$ cat config.mk
export PLATFORM = sky130hd
export DESIGN_NAME = min_sec_counter
export DESIGN_NICKNAME = d
export VERILOG_FILES = /design/src/rtl/min_sec_counter.sv
export SDC_FILE = /design/constraint.sdc
export NUM_CORES = 1
export LEC_CHECK = 0
export ABC_CLOCK_PERIOD_IN_PS = 4400
export BUFFER_PORTS_ARGS = -buffer_cell sky130_fd_sc_hd__buf_2
export CORE_ASPECT_RATIO = 0.8
export CORE_MARGIN = 2
export CORE_UTILIZATION = 64
export DETAILED_ROUTE_END_ITERATION = 12
export GPL_TIMING_DRIVEN = 1
export PLACE_DENSITY_LB_ADDON = 0.15
export SLEW_MARGIN = 30
export SYNTH_ARGS = -nofsm -noshare
export SYNTH_HDL_FRONTEND = slang
export SYNTH_SLANG_ARGS = --single-unit
$ cat constraint.sdc
create_clock -name clk_i -period 4.4 [get_ports clk_i]
set_input_delay 0.22 -clock clk_i [delete_from_list [all_inputs] [get_ports clk_i]]
set_output_delay 0.22 -clock clk_i [all_outputs]
set_load 0.02 [all_outputs]
$ cat src/rtl/min_sec_counter.sv
// Minutes:seconds BCD time-of-day counter (00:00-59:59) with a one-second prescaler.
// Optional load/validate path compiled in by MIN_SEC_COUNTER_TIME_SET_EN.
module min_sec_counter #(
  parameter int unsigned TICK_DIV = 50000000,
  parameter int unsigned DIV_W    = 26
) (
  input  logic       clk_i,
  input  logic       rst_ni,
  input  logic       run_i,
  input  logic       clr_i,
`ifdef MIN_SEC_COUNTER_TIME_SET_EN
  input  logic       set_load_i,
  input  logic [7:0] set_min_i,
  input  logic [7:0] set_sec_i,
`endif
  output logic [7:0] seconds_o,
  output logic [7:0] minutes_o,
  output logic       sec_tick_o,
  output logic       hour_inc_o,
  output logic       set_err_o
);

  typedef enum logic {
    STOP = 1'b0,
    RUN  = 1'b1
  } state_e;

  localparam logic [DIV_W-1:0] PRESC_MAX = DIV_W'(TICK_DIV - 1);

  state_e           state_q, state_d;
  logic [DIV_W-1:0] presc_q, presc_d;
  logic [3:0]       sec_u_q, sec_u_d;
  logic [3:0]       sec_t_q, sec_t_d;
  logic [3:0]       min_u_q, min_u_d;
  logic [3:0]       min_t_q, min_t_d;
  logic             sec_tick_q, sec_tick_d;
  logic             hour_inc_q, hour_inc_d;
  logic             set_err_q, set_err_d;

  logic             tick;
  logic             load_ok;
  logic             load_bad;
  logic [7:0]       ld_min;
  logic [7:0]       ld_sec;

  // Load request decode; in the default build time changes only by tick, clr and reset.
`ifdef MIN_SEC_COUNTER_TIME_SET_EN
  logic fields_ok;
  assign fields_ok = (set_min_i[7:4] <= 4'd5) && (set_min_i[3:0] <= 4'd9) &&
                     (set_sec_i[7:4] <= 4'd5) && (set_sec_i[3:0] <= 4'd9);
  assign load_ok  = set_load_i &&  fields_ok;
  assign load_bad = set_load_i && !fields_ok;
  assign ld_min   = set_min_i;
  assign ld_sec   = set_sec_i;
`else
  assign load_ok  = 1'b0;
  assign load_bad = 1'b0;
  assign ld_min   = 8'h00;
  assign ld_sec   = 8'h00;
`endif

  assign tick = (state_q == RUN) && (presc_q == PRESC_MAX);

  always_ff @(posedge clk_i or negedge rst_ni) begin
    if (!rst_ni) begin
      state_q <= STOP;
    end else begin
      state_q <= state_d;
    end
  end

  always_comb begin
    state_d = state_q;
    case (state_q)
      STOP:    if (run_i)  state_d = RUN;
      RUN:     if (!run_i) state_d = STOP;
      default: state_d = STOP;
    endcase
  end

  // Priority: clr, then an accepted load, then a rejected load (which freezes the
  // cycle so a pending tick is only delayed), then normal counting in RUN.
  always_comb begin
    presc_d    = presc_q;
    sec_u_d    = sec_u_q;
    sec_t_d    = sec_t_q;
    min_u_d    = min_u_q;
    min_t_d    = min_t_q;
    sec_tick_d = 1'b0;
    hour_inc_d = 1'b0;
    set_err_d  = 1'b0;
    if (clr_i) begin
      presc_d = '0;
      sec_u_d = 4'd0;
      sec_t_d = 4'd0;
      min_u_d = 4'd0;
      min_t_d = 4'd0;
    end else if (load_ok) begin
      presc_d = '0;
      sec_u_d = ld_sec[3:0];
      sec_t_d = ld_sec[7:4];
      min_u_d = ld_min[3:0];
      min_t_d = ld_min[7:4];
    end else if (load_bad) begin
      set_err_d = 1'b1;
    end else if (state_q == RUN) begin
      if (tick) begin
        presc_d    = '0;
        sec_tick_d = 1'b1;
        if (sec_u_q < 4'd9) begin
          sec_u_d = sec_u_q + 4'd1;
        end else begin
          sec_u_d = 4'd0;
          if (sec_t_q < 4'd5) begin
            sec_t_d = sec_t_q + 4'd1;
          end else begin
            sec_t_d = 4'd0;
            if (min_u_q < 4'd9) begin
              min_u_d = min_u_q + 4'd1;
            end else begin
              min_u_d = 4'd0;
              if (min_t_q < 4'd5) begin
                min_t_d = min_t_q + 4'd1;
              end else begin
                min_t_d    = 4'd0;
                hour_inc_d = 1'b1;
              end
            end
          end
        end
      end else begin
        presc_d = presc_q + 1'b1;
      end
    end
  end

  always_ff @(posedge clk_i or negedge rst_ni) begin
    if (!rst_ni) begin
      presc_q    <= '0;
      sec_u_q    <= 4'd0;
      sec_t_q    <= 4'd0;
      min_u_q    <= 4'd0;
      min_t_q    <= 4'd0;
      sec_tick_q <= 1'b0;
      hour_inc_q <= 1'b0;
      set_err_q  <= 1'b0;
    end else begin
      presc_q    <= presc_d;
      sec_u_q    <= sec_u_d;
      sec_t_q    <= sec_t_d;
      min_u_q    <= min_u_d;
      min_t_q    <= min_t_d;
      sec_tick_q <= sec_tick_d;
      hour_inc_q <= hour_inc_d;
      set_err_q  <= set_err_d;
    end
  end

  assign seconds_o  = {sec_t_q, sec_u_q};
  assign minutes_o  = {min_t_q, min_u_q};
  assign sec_tick_o = sec_tick_q;
  assign hour_inc_o = hour_inc_q;
  assign set_err_o  = set_err_q;

  logic digits_ok;
  assign digits_ok = (sec_u_q <= 4'd9) && (sec_t_q <= 4'd5) &&
                     (min_u_q <= 4'd9) && (min_t_q <= 4'd5);

  assert property (@(posedge clk_i) disable iff (!rst_ni) digits_ok);

endmodule

# == Word level (Yosys, flattened, before mapping) ==
# Index checks and enable logic that the tools add are counted.
# totals
in_bits,4
reg_bits,45
# classes
n_addsub,5
reduce_logical,7
n_eq_ne,4
n_lt_le_gt_ge,4
mux,36
# op_table
operator,count
4-bit two-way mux,22
26-bit two-way mux,3
"26-bit by 1-bit adder with 26-bit output, second input constant",1
"26-bit equality test, second input constant",1
"4-bit by 1-bit adder with 4-bit output, second input constant",4
1-bit two-way mux,11
"4-bit by 3-bit < comparator with 1-bit output, second input constant",2
"4-bit < comparator, second input constant",2
"2-bit != test, second input constant",3
5-bit AND reduction,1
4-bit AND reduction,1
2-bit nonzero test,2
3-bit AND reduction,1
2-bit AND reduction,1
1-bit logical AND,1

# == Logic depth before layout (Yosys ltp) ==
# Gate-level depths: netlist of run 1.
# logic_depth
word_depth,8
ltp_mapped,8
mapped_depth_nobuf,7

# == Worst setup path after synthesis of run 1 ==
# Ideal clock, no wire load.
# synth_path
kind,register -> register
start,register sec_t_q[0]
end,register min_t_q[3]
arrival_ps,1962
setup_time_ps,77
slack_ps,2360
stages_incl_launch_ff,8
n_path_buf,0
cell_sequence,dfrtp_1 > inv_1 > ha_1 > and2b_1 > o221ai_2 > or2_2 > or3_1 > a21oi_1
# synth_via
elab_chain_cells,3
# synth_rtl
item,line_no,rtl
"start, declared",33,"logic [3:0] sec_t_q, sec_t_d;"
"start signal, assigned",150,sec_t_q <= sec_t_d;
4-bit by 3-bit < comparator with 1-bit output,114,if (sec_t_q < 4'd5) begin
2-bit != test (no line),-,
5-bit AND reduction (no line),-,
"end signal, assigned",152,min_t_q <= min_t_d;
"end, declared",35,"logic [3:0] min_t_q, min_t_d;"
# No other way between the ends.
# A chain may end at the register's enable or synchronous reset.

# == Worst setup path after layout of run 1 ==
# layout_path
start,register state_q
end,register presc_q[23]
# layout_via
elab_chain_cells,4
word_cells_on_any_way,5
cone_classes,3 x mux; 2 x reduce/logical
# layout_rtl
item,line_no,rtl
"start, declared",30,"state_e state_q, state_d;"
"start signal, assigned",68,state_q <= state_d;
1-bit logical AND,62,assign tick = (state_q == RUN) && (presc_q == PRESC_MAX);
26-bit two-way mux,107,if (tick) begin
26-bit two-way mux,106,end else if (state_q == RUN) begin
26-bit two-way mux,92,if (clr_i) begin
"end signal, assigned",148,presc_q <= presc_d;
"end, declared",31,"logic [DIV_W-1:0] presc_q, presc_d;"
# Parallel ways exist; a longest one is shown, timed or not. The select of a mux whose other input is x is not followed.

==> run metrics, run 1 <==
setup TNS=0 ns; die height=60.9 um; RSZ-0062 raised after global routing=false; final slew viol count=0; DRT Pass-1 Iters=6; Hold Worst Slack=0.0225 ns; CTS buffer count=5; Top FF cell, synth=dfrtp_1; reg2reg end=presc_q[23]$_DFFE_PN0P_; vias in the first global route=around 1900; FF-to-FF setup slack=between 2 and 2.5 ns; clk sinks=45; I/O pin count=23; H-tree levels=2; layout cell share with drive strength beyond 1=14.9%; DRC Markers=0; Synth cell types=51; initial antenna violation count=0; Max-cap violations=0; number of synthesized flops with an enable pin=0; core footprint=3830 um^2; Final Non-Filler Cells=about 360; n_diodes=0; worst skew pair latency=0.30 ns; fill count=300; Worst EP required=4.58 ns; Pleak=1.21 nW; Hold Path End=state_q$_DFF_PN0_; flops & latches, synth=45; Slew @ Worst Pin=0.950 ns; CP cell instances=o2111ai_1, nor4_1, nand3_1, xor2_1, nor2_1; crit path capture type=flip-flop; WL final=5.49 mm; final antenna-violating net count=0; GRT Overall Usage=26.4%; startpoint types=flip-flop; first-pass GRT wire length=8.98 mm; setup violators final=0; f_max=between 400 and 500 MHz; fraction of registers with async set/reset=100%; delay of the slowest critical-path stage=0.88 ns; Sequential Area=1130 um^2; maximum VDD drop=255 uV; Multi-input gate area=approximately 1300 um^2; CP Launch Point=state_q$_DFF_PN0_; dpl hpwl=3.74 mm; Ys Warns=0; Initial Util=67.6%; Netlist Area Pre-Place=~2600 um^2; DRT iter0 DRCs=194; postcts setup bufs=0; CP arrival=2.46 ns; Placed Cells=around 350; minimum clock period=approximately 2.3 ns; Mean Syn Cell Area=9.25 um^2; slowest CP cell=nor4_1; fin crit share=approximately half; CTS tree=yes; Placer Congestion=roughly 0.83; Final Net Count=315; CTS root buf=clkbuf_8; Crit Path Max Fanout=10; Final Cell Area=between 2000 and 3000 um^2; Slew HR=36.1%; Clock Skews=0.00580 ns; Via-to-Cell Ratio=around 6; pwr/cell area=around 270 nW/um^2; die area=4570 um^2; register area share after synthesis=roughly 43%; number of cells on the worst hold path=1; drt wl/cell=15.3 um; Syn Inst Count=between 200 and 300; Rows=20; CP bufs+invs=0; die width=around 75 um; Worst Min Path Start=run_i; worst r2r path cells=5; Crit Path Category=flip-flop to flip-flop; Worst path top cell family by delay=simple AND/OR/NAND/NOR gates; R2R Path Start=state_q$_DFF_PN0_; Port Buffers=21; P&R area growth vs syn=9.57%; status=finished, final reports clean; Mapped Nets=293; Clk pin slew, worst setup/hold paths=0.08 ns; largest net degree at the start of global routing=46; final hold violations=0; via count=about 2100; Overflow after GRT=0; Hold Crit Class=input pin to flip-flop; placed inst area=2710 um^2; clk buf depth=2
==> through the flow <==
stage / util (%) / power (W) / worst slack (ns)
2_1_floorplan: - / 0.000439 / 2.36
3_3_place_gp: 70.7 / 0.000450 / 2.14
3_5_place_dp: 70.8 / 0.000451 / 2.10
4_1_cts: 74.1 / 0.000773 / 2.14
5_1_grt: 74.1 / 0.000799 / 1.90
6_report: 74.1 / 0.000768 / 2.12
==> routing by layer <==
metal	track usage (%)	up-vias	share of wire, %
li1	-	1041	-
met1	40.4	1035	51
met2	38.2	58	44
met3	5.48	4	4.9
met4	6.38	0	0.62
met5	0	-	0
==> report_power, final <==
| part | internal, W | switching (W) | total (W) |
|---|---|---|---|
| registers | 0.000415 | 0.00000332 | 0.000418 |
| clock network | 0.000185 | 0.000140 | 0.000326 |
| logic | 0.00000499 | 0.0000194 | 0.0000244 |
==> cells in the mapped netlist, drive strengths merged, types with 4 or more instances <==
library cell  count  area [um^2]
nor2             44          165
nand3            17         97.6
xnor2             7         61.3
dfrtp            45         1130
o21ai            10         50.1
o31ai             4         30.0
clkbuf            4         35.0
ha                9          113
inv              15         56.3
nand4            17          119
nand2            17         63.8
or3               5         36.3
and3              6         42.5
a21oi            14         70.1
and4              4         41.3
xor2             12          105
nor3              9         45.0
nor4              7         50.1
==> registers in the layout (all words and copies together) (netlist names) <==
register / cells
sec_tick_o: 1
sec_t_q: 4
sec_u_q: 4
presc_q: 26
min_t_q: 4
state_q: 1
hour_inc_o: 1
min_u_q: 4
==> worst register-to-register path, delay by kind of cell, from the launching register on <==
kind,cells,cell delay [ns]
flops,1,0.55
compound gates,1,0.27
simple gates,3,1.13
xor+xnor,1,0.20
==> kinds of logic (layout without fill, tap and decap cells) <==
logic type / count (synthesis) / count (layout) / synth area share, %
AO/OA/AOI/OAI: 42 / 42 / 10.4
XOR/XNOR: 19 / 19 / 6.43
adder cells (fa/ha/maj): 9 / 9 / 4.35
buffers and inverters: 23 / 46 / 4.78
flip-flops: 45 / 45 / 43.5
multiplexers: 4 / 4 / 1.59
other: 1 / 1 / 0.145
AND/OR/NAND/NOR: 137 / 137 / 28.8
==> layout by cell type (no fill, tap or decap), types with 2 or more instances in the layout <==
cell type / n
dfrtp_1: 45
mux2i_1: 3
nor2_1: 44
clkbuf_8: 6
o21ai_0: 10
ha_1: 9
o21a_1: 2
or4_1: 3
or3_1: 4
xor2_1: 12
nand3_1: 16
and4_4: 2
a21oi_1: 14
nand2_1: 17
nand4_2: 2
buf_2: 20
a31oi_1: 2
or2_2: 2
xnor2_1: 7
buf_4: 2
o31ai_1: 3
and3_1: 5
inv_1: 15
nor3_1: 9
o211ai_1: 2
nor4_1: 6
nand4_1: 15
nand2b_1: 2
==> how the worst max path moves through the flow <==
stage / endpoint / cells past startpoint
2_1_floorplan: min_t_q[3]$_DFFE_PN0P_ / 7
3_3_place_gp: presc_q[21]$_DFFE_PN0P_ / 6
3_5_place_dp: presc_q[21]$_DFFE_PN0P_ / 6
4_1_cts: min_u_q[3]$_DFFE_PN0P_ / 6
5_1_grt: presc_q[23]$_DFFE_PN0P_ / 5
6_report: presc_q[23]$_DFFE_PN0P_ / 5
==> repair_timing <==
item	CTS	global route
hold endpoints to repair	45	0
setup endpoints to repair	0	0
gates resized for setup	0	0
hold buffers	1	0
==> layout make-up <==
class                           instances  share of cell area [%]
Multi-Input combinational cell        212                    47.4
Inverter                               15                    1.99
Sequential cell                        45                    39.7
Timing Repair Buffer                   23                    4.41
Clock inverter                          1                    1.06
Clock buffer                            7                    3.04
Tap cell                               55                    2.43
Note: power is estimated with default switching activity, not from simulation.
==> inputs of run 2 (changes only) <==
ABC_CLOCK_PERIOD_IN_PS = 2250   (was 4400)
CORE_UTILIZATION = 59   (was 64)
clock period = 2.25 ns   (was 4.4 ns; I/O delays follow)
==> run metrics, run 2 (same netlist as run 1, synthesis figures left out) <==
CTS buffer count=5; die height=63.2 um; n_diodes=0; Clock Skews=0.00299 ns; largest net degree at the start of global routing=26; postcts setup bufs=0; Slew @ Worst Pin=around 0.55 ns; pre-CTS setup slack=0.110 ns; Hold Crit Class=input pin to flip-flop; Crit Path Max Fanout=11; CP Launch Point=presc_q[0]$_DFFE_PN0P_; commonest non-fill, non-tap cell in the layout=dfrtp_1; Crit Path Category=flip-flop to flip-flop; startpoint types=flip-flop; DRT iter0 DRCs=between 100 and 150; CTS tree=yes; maximum VDD drop=~420 uV; RSZ-0062 raised after global routing=false; total power=0.00133 W; Final Net Count=between 300 and 400; Final Worst Setup Slack=0.0976 ns; final slew viol count=0; I/O pin count=23; Pleak=1.25 nW; DRC Markers=0; delay of the slowest critical-path stage=0.53 ns; core footprint=4200 um^2; Worst path top cell family by delay=simple AND/OR/NAND/NOR gates; Multi-input gate area=1360 um^2; drt wl/cell=15.3 um; clk buf depth=2; die area=4940 um^2; setup TNS=0 ns; WL final=5.71 mm; Slew HR=a little under two thirds; Overflow after GRT=0; setup violators final=0; layout cell share with drive strength beyond 1=a little under a fifth; H-tree levels=2; max FFs per register=26; fin crit share=95.7%; crit path capture type=flip-flop; Port Buffers=21; Via-to-Cell Ratio=5.94; first-pass GRT wire length=approximately 10 mm; CP bufs+invs=0; Placer Congestion=0.908; minimum clock period=around 2.2 ns; Worst EP required=2.47 ns; final antenna-violating net count=0; R2R Path Start=presc_q[0]$_DFFE_PN0P_; dpl hpwl=4.10 mm; Largest Register=presc_q; fill count=356; slowest CP cell=or4_1; CP arrival=2.37 ns; final hold violations=0; P&R area growth vs syn=12.4%; clk sinks=45; Rows=21; status=finished, final reports clean; initial antenna violation count=0; f_max=465 MHz; Max-cap violations=0; via count=2211; CP cell instances=ha_2, and3_4, nand2_1, or3_4, or4_1, a21oi_1; Worst Min Path Start=clr_i; Core Util, Final=69.2%; GRT Overall Usage=24.9%; Initial Util=roughly three fifths; DRT Pass-1 Iters=4; Clk pin slew, worst setup/hold paths=~0.080 ns; die width=78.1 um; pwr/cell area=456 nW/um^2; commonest non-fill, non-tap cells in the layout=45 x dfrtp_1, 44 x nor2_1, 21 x buf_2; vias in the first global route=2114; Sequential Area=~1100 um^2; CTS root buf=clkbuf_8; worst skew pair latency=slightly below 0.3 ns
==> run 2: where the power goes <==
group	internal, W	switching [W]
registers	0.000811	0.00000397
clock network	0.000205	0.000252
logic	0.0000140	0.0000418
total	0.00103	0.000298
==> run 2: layout make-up <==
class                      count  area share (%)
multi-input combinational    213            46.7
clock inverter                 1           0.172
sequential                    45            38.7
timing repair buffer          36            7.66
clock buffer                   5            2.37
tap                           57            2.45
inverter                      15            1.94
==> run 2: worst reg2reg max path, delay by kind of cell (launching register included) <==
| kind | cells | cell delay (ns) |
|---|---|---|
| DFF | 1 | 0.41 |
| adders and majority gates | 1 | 0.24 |
| and+or+nand+nor | 4 | 1.30 |
| AOI/OAI and AO/OA | 1 | 0.13 |
==> run 2: metrics by stage <==
stage	cell area, um^2	instances	hold WS, ns
after CTS	2890	371	0.241
after detailed placement	2800	363	0.0853
after global placement	2800	363	0.0826
after floorplan	2590	280	-0.183
after global routing	2910	372	0.271
final	2910	372	0.250
==> run 2: worst paths after layout <==
path	endpoint	slack, ns	depth (start not counted)
worst min register to register	presc_q[22]$_DFFE_PN0P_	0.55	2
worst max register to register	min_u_q[3]$_DFFE_PN0P_	0.1	6
worst max-delay path	min_u_q[3]$_DFFE_PN0P_	0.1	6
min in group asynchronous	presc_q[15]$_DFFE_PN0P_	0.29	2
max in group asynchronous	presc_q[1]$_DFFE_PN0P_	1.28	3
worst min-delay path	sec_tick_o$_DFF_PN0_	0.25	2
==> run 2: per-layer routing <==
| metal | up-vias | track usage, % | wire [um] |
|---|---|---|---|
| met4 | 0 | 5.92 | 41 |
| li1 | 1073 | - | - |
| met3 | 5 | 3.87 | 229 |
| met2 | 49 | 38.3 | 2580 |
| met1 | 1084 | 37.1 | 2860 |
| met5 | - | 0 | 0 |
==> run 2: repair_timing <==
action                                  4_1_cts  5_1_grt
hold buffers                                  2        0
hold endpoints to repair                     21        0
resized for setup                             0        2
endpoints found under the setup margin        0        2
==> inputs of run 3 (changes only) <==
CORE_MARGIN = not set   (was 2)
==> run metrics, run 3 (same netlist as run 1, synthesis figures left out) <==
first-pass GRT wire length=8.94 mm; pre-CTS setup slack=0.123 ns; minimum clock period=2.10 ns; Logic pwr share=4.0%; delay of the slowest critical-path stage=0.52 ns; DRC Markers=0; CTS root buf=clkbuf_8; DRT Pass-1 Iters=4; commonest non-fill, non-tap cell in the layout=dfrtp_1; slowest CP cell=or4_1; Core Util, Final=a little under 70%; GRT Overall Usage=24.8%; Final Worst Setup Slack=0.146 ns; Pleak=1.26 nW; crit path capture type=flip-flop; Port Buffers=21; Power Internal=0.00107 W; Worst EP required=2.48 ns; status=finished, final reports clean; final hold violations=0; Rows=21; largest net degree at the start of global routing=46; Clock Skews=0.00606 ns; initial antenna violation count=0; Clk pin slew, worst setup/hold paths=0.08 ns; clk sinks=between 40 and 50; DRT iter0 DRCs=115; placed inst area=2800 um^2; commonest non-fill, non-tap cells in the layout=45 x dfrtp_1, 44 x nor2_1, 21 x buf_2; clk buf depth=2; Max-cap violations=0; final slew viol count=0; Final Cell Area=around 2900 um^2; sequential group share of total power=between 50% and 60%; vias in the first global route=1913; clock share of power=37.0%; n_diodes=0; Placer Congestion=0.866; CTS buffer count=5; Hold Crit Class=input pin to flip-flop; postcts setup bufs=0; Crit Path Category=flip-flop to flip-flop; worst skew pair latency=0.30 ns; sw frac=between 20 and 25%; drt wl/cell=14.8 um; I/O pin count=23; Initial Util=61.6%; fin crit share=between 90% and 100%; via count=roughly 2200; Slew HR=59.9%; Overflow after GRT=0; die height=about 61 um; Via-to-Cell Ratio=5.83; dpl hpwl=about 3.9 mm; CP cell instances=ha_2, and3_4, nand2_1, or3_4, or4_1, a21oi_1; Crit Path Max Fanout=21; maximum VDD drop=355 uV; CTS tree=yes; pwr/cell area=roughly 480 nW/um^2; setup TNS=0 ns; startpoint types=flip-flop; total power=0.00138 W; H-tree levels=2; P&R area growth vs syn=12.4%; WL final=5.52 mm; setup violators final=0; Slew @ Worst Pin=0.597 ns; max FFs per register=26; RSZ-0062 raised after global routing=false; P_sw=0.000314 W; Largest Register=presc_q; f_max=475 MHz; die area=4660 um^2; Final Net Count=between 300 and 400; die width=76.1 um; layout cell share with drive strength beyond 1=18.1%; final antenna-violating net count=0; CP arrival=2.34 ns; core footprint=4200 um^2
[run 3: cell count changes in the layout (fill, tap and decap cells not counted)]
cell,before,now
nor3_2,1,0
clkbuf_1,0,1
clkinv_2,1,0
clkbuf_8,5,6
nor3_1,8,9
or3_2,1,0
[run 3: per-stage QoR]
stage	instances	hold slack (ns)
after floorplan	280	-0.183
after global placement	363	0.221
after detailed placement	363	0.223
after CTS	372	0.232
after global routing	372	0.247
final	372	0.237
[run 3: cell type report]
cell class                 instances  area, um^2
clock buffer                       7        86.3
fill                             335        1290
inverter                          15        56.3
multi-input combinational        212        1350
sequential                        45        1130
tap                               57        71.3
timing repair buffer              36         223
[run 3: repair_timing]
item,in CTS,in global routing
endpoints found under the hold margin,46,0
hold buffers,2,0
endpoints found under the setup margin,0,1
resized for setup,0,1
[run 3: path summary, 6_finish.rpt]
kind,startpoint,to,slack [ns],depth (start not counted)
min,clr_i,sec_t_q[0]$_DFFE_PN0P_,0.24,2
max in group asynchronous,rst_ni,min_t_q[1]$_DFFE_PN0P_,1.45,3
max reg2reg,presc_q[0]$_DFFE_PN0P_,min_u_q[3]$_DFFE_PN0P_,0.15,6
max,presc_q[0]$_DFFE_PN0P_,min_u_q[3]$_DFFE_PN0P_,0.15,6
min in group asynchronous,rst_ni,presc_q[13]$_DFFE_PN0P_,0.41,3
min reg2reg,presc_q[22]$_DFFE_PN0P_,presc_q[22]$_DFFE_PN0P_,0.56,2
[run 3: worst max-delay path, delay by kind of cell, from the launching register on]
family / cells / cell delay [ns]
AOI/OAI and AO/OA: 1 / 0.12
adders and majority gates: 1 / 0.24
DFF: 1 / 0.41
and+or+nand+nor: 4 / 1.26
[run 3: routing by layer]
metal | global-route usage, % | wire [um] | vias to the layer above | share of wire, %
li1 | - | - | 1074 | -
met1 | 37.0 | 2890 | 1045 | 52
met2 | 36.6 | 2360 | 46 | 43
met3 | 4.00 | 203 | 5 | 3.7
met4 | 9.89 | 66 | 0 | 1.2
met5 | 0 | 0 | - | 0
[run 3: power groups by stage]
stage / Clock, W / Combinational, W / Sequential [W]
after floorplan: 0 / 0.0000269 / 0.000831
final: 0.000512 / 0.0000558 / 0.000815
after global routing: 0.000548 / 0.0000625 / 0.000816
after global placement: 0 / 0.0000539 / 0.000831
after detailed placement: 0 / 0.0000541 / 0.000832
after CTS: 0.000517 / 0.0000567 / 0.000815
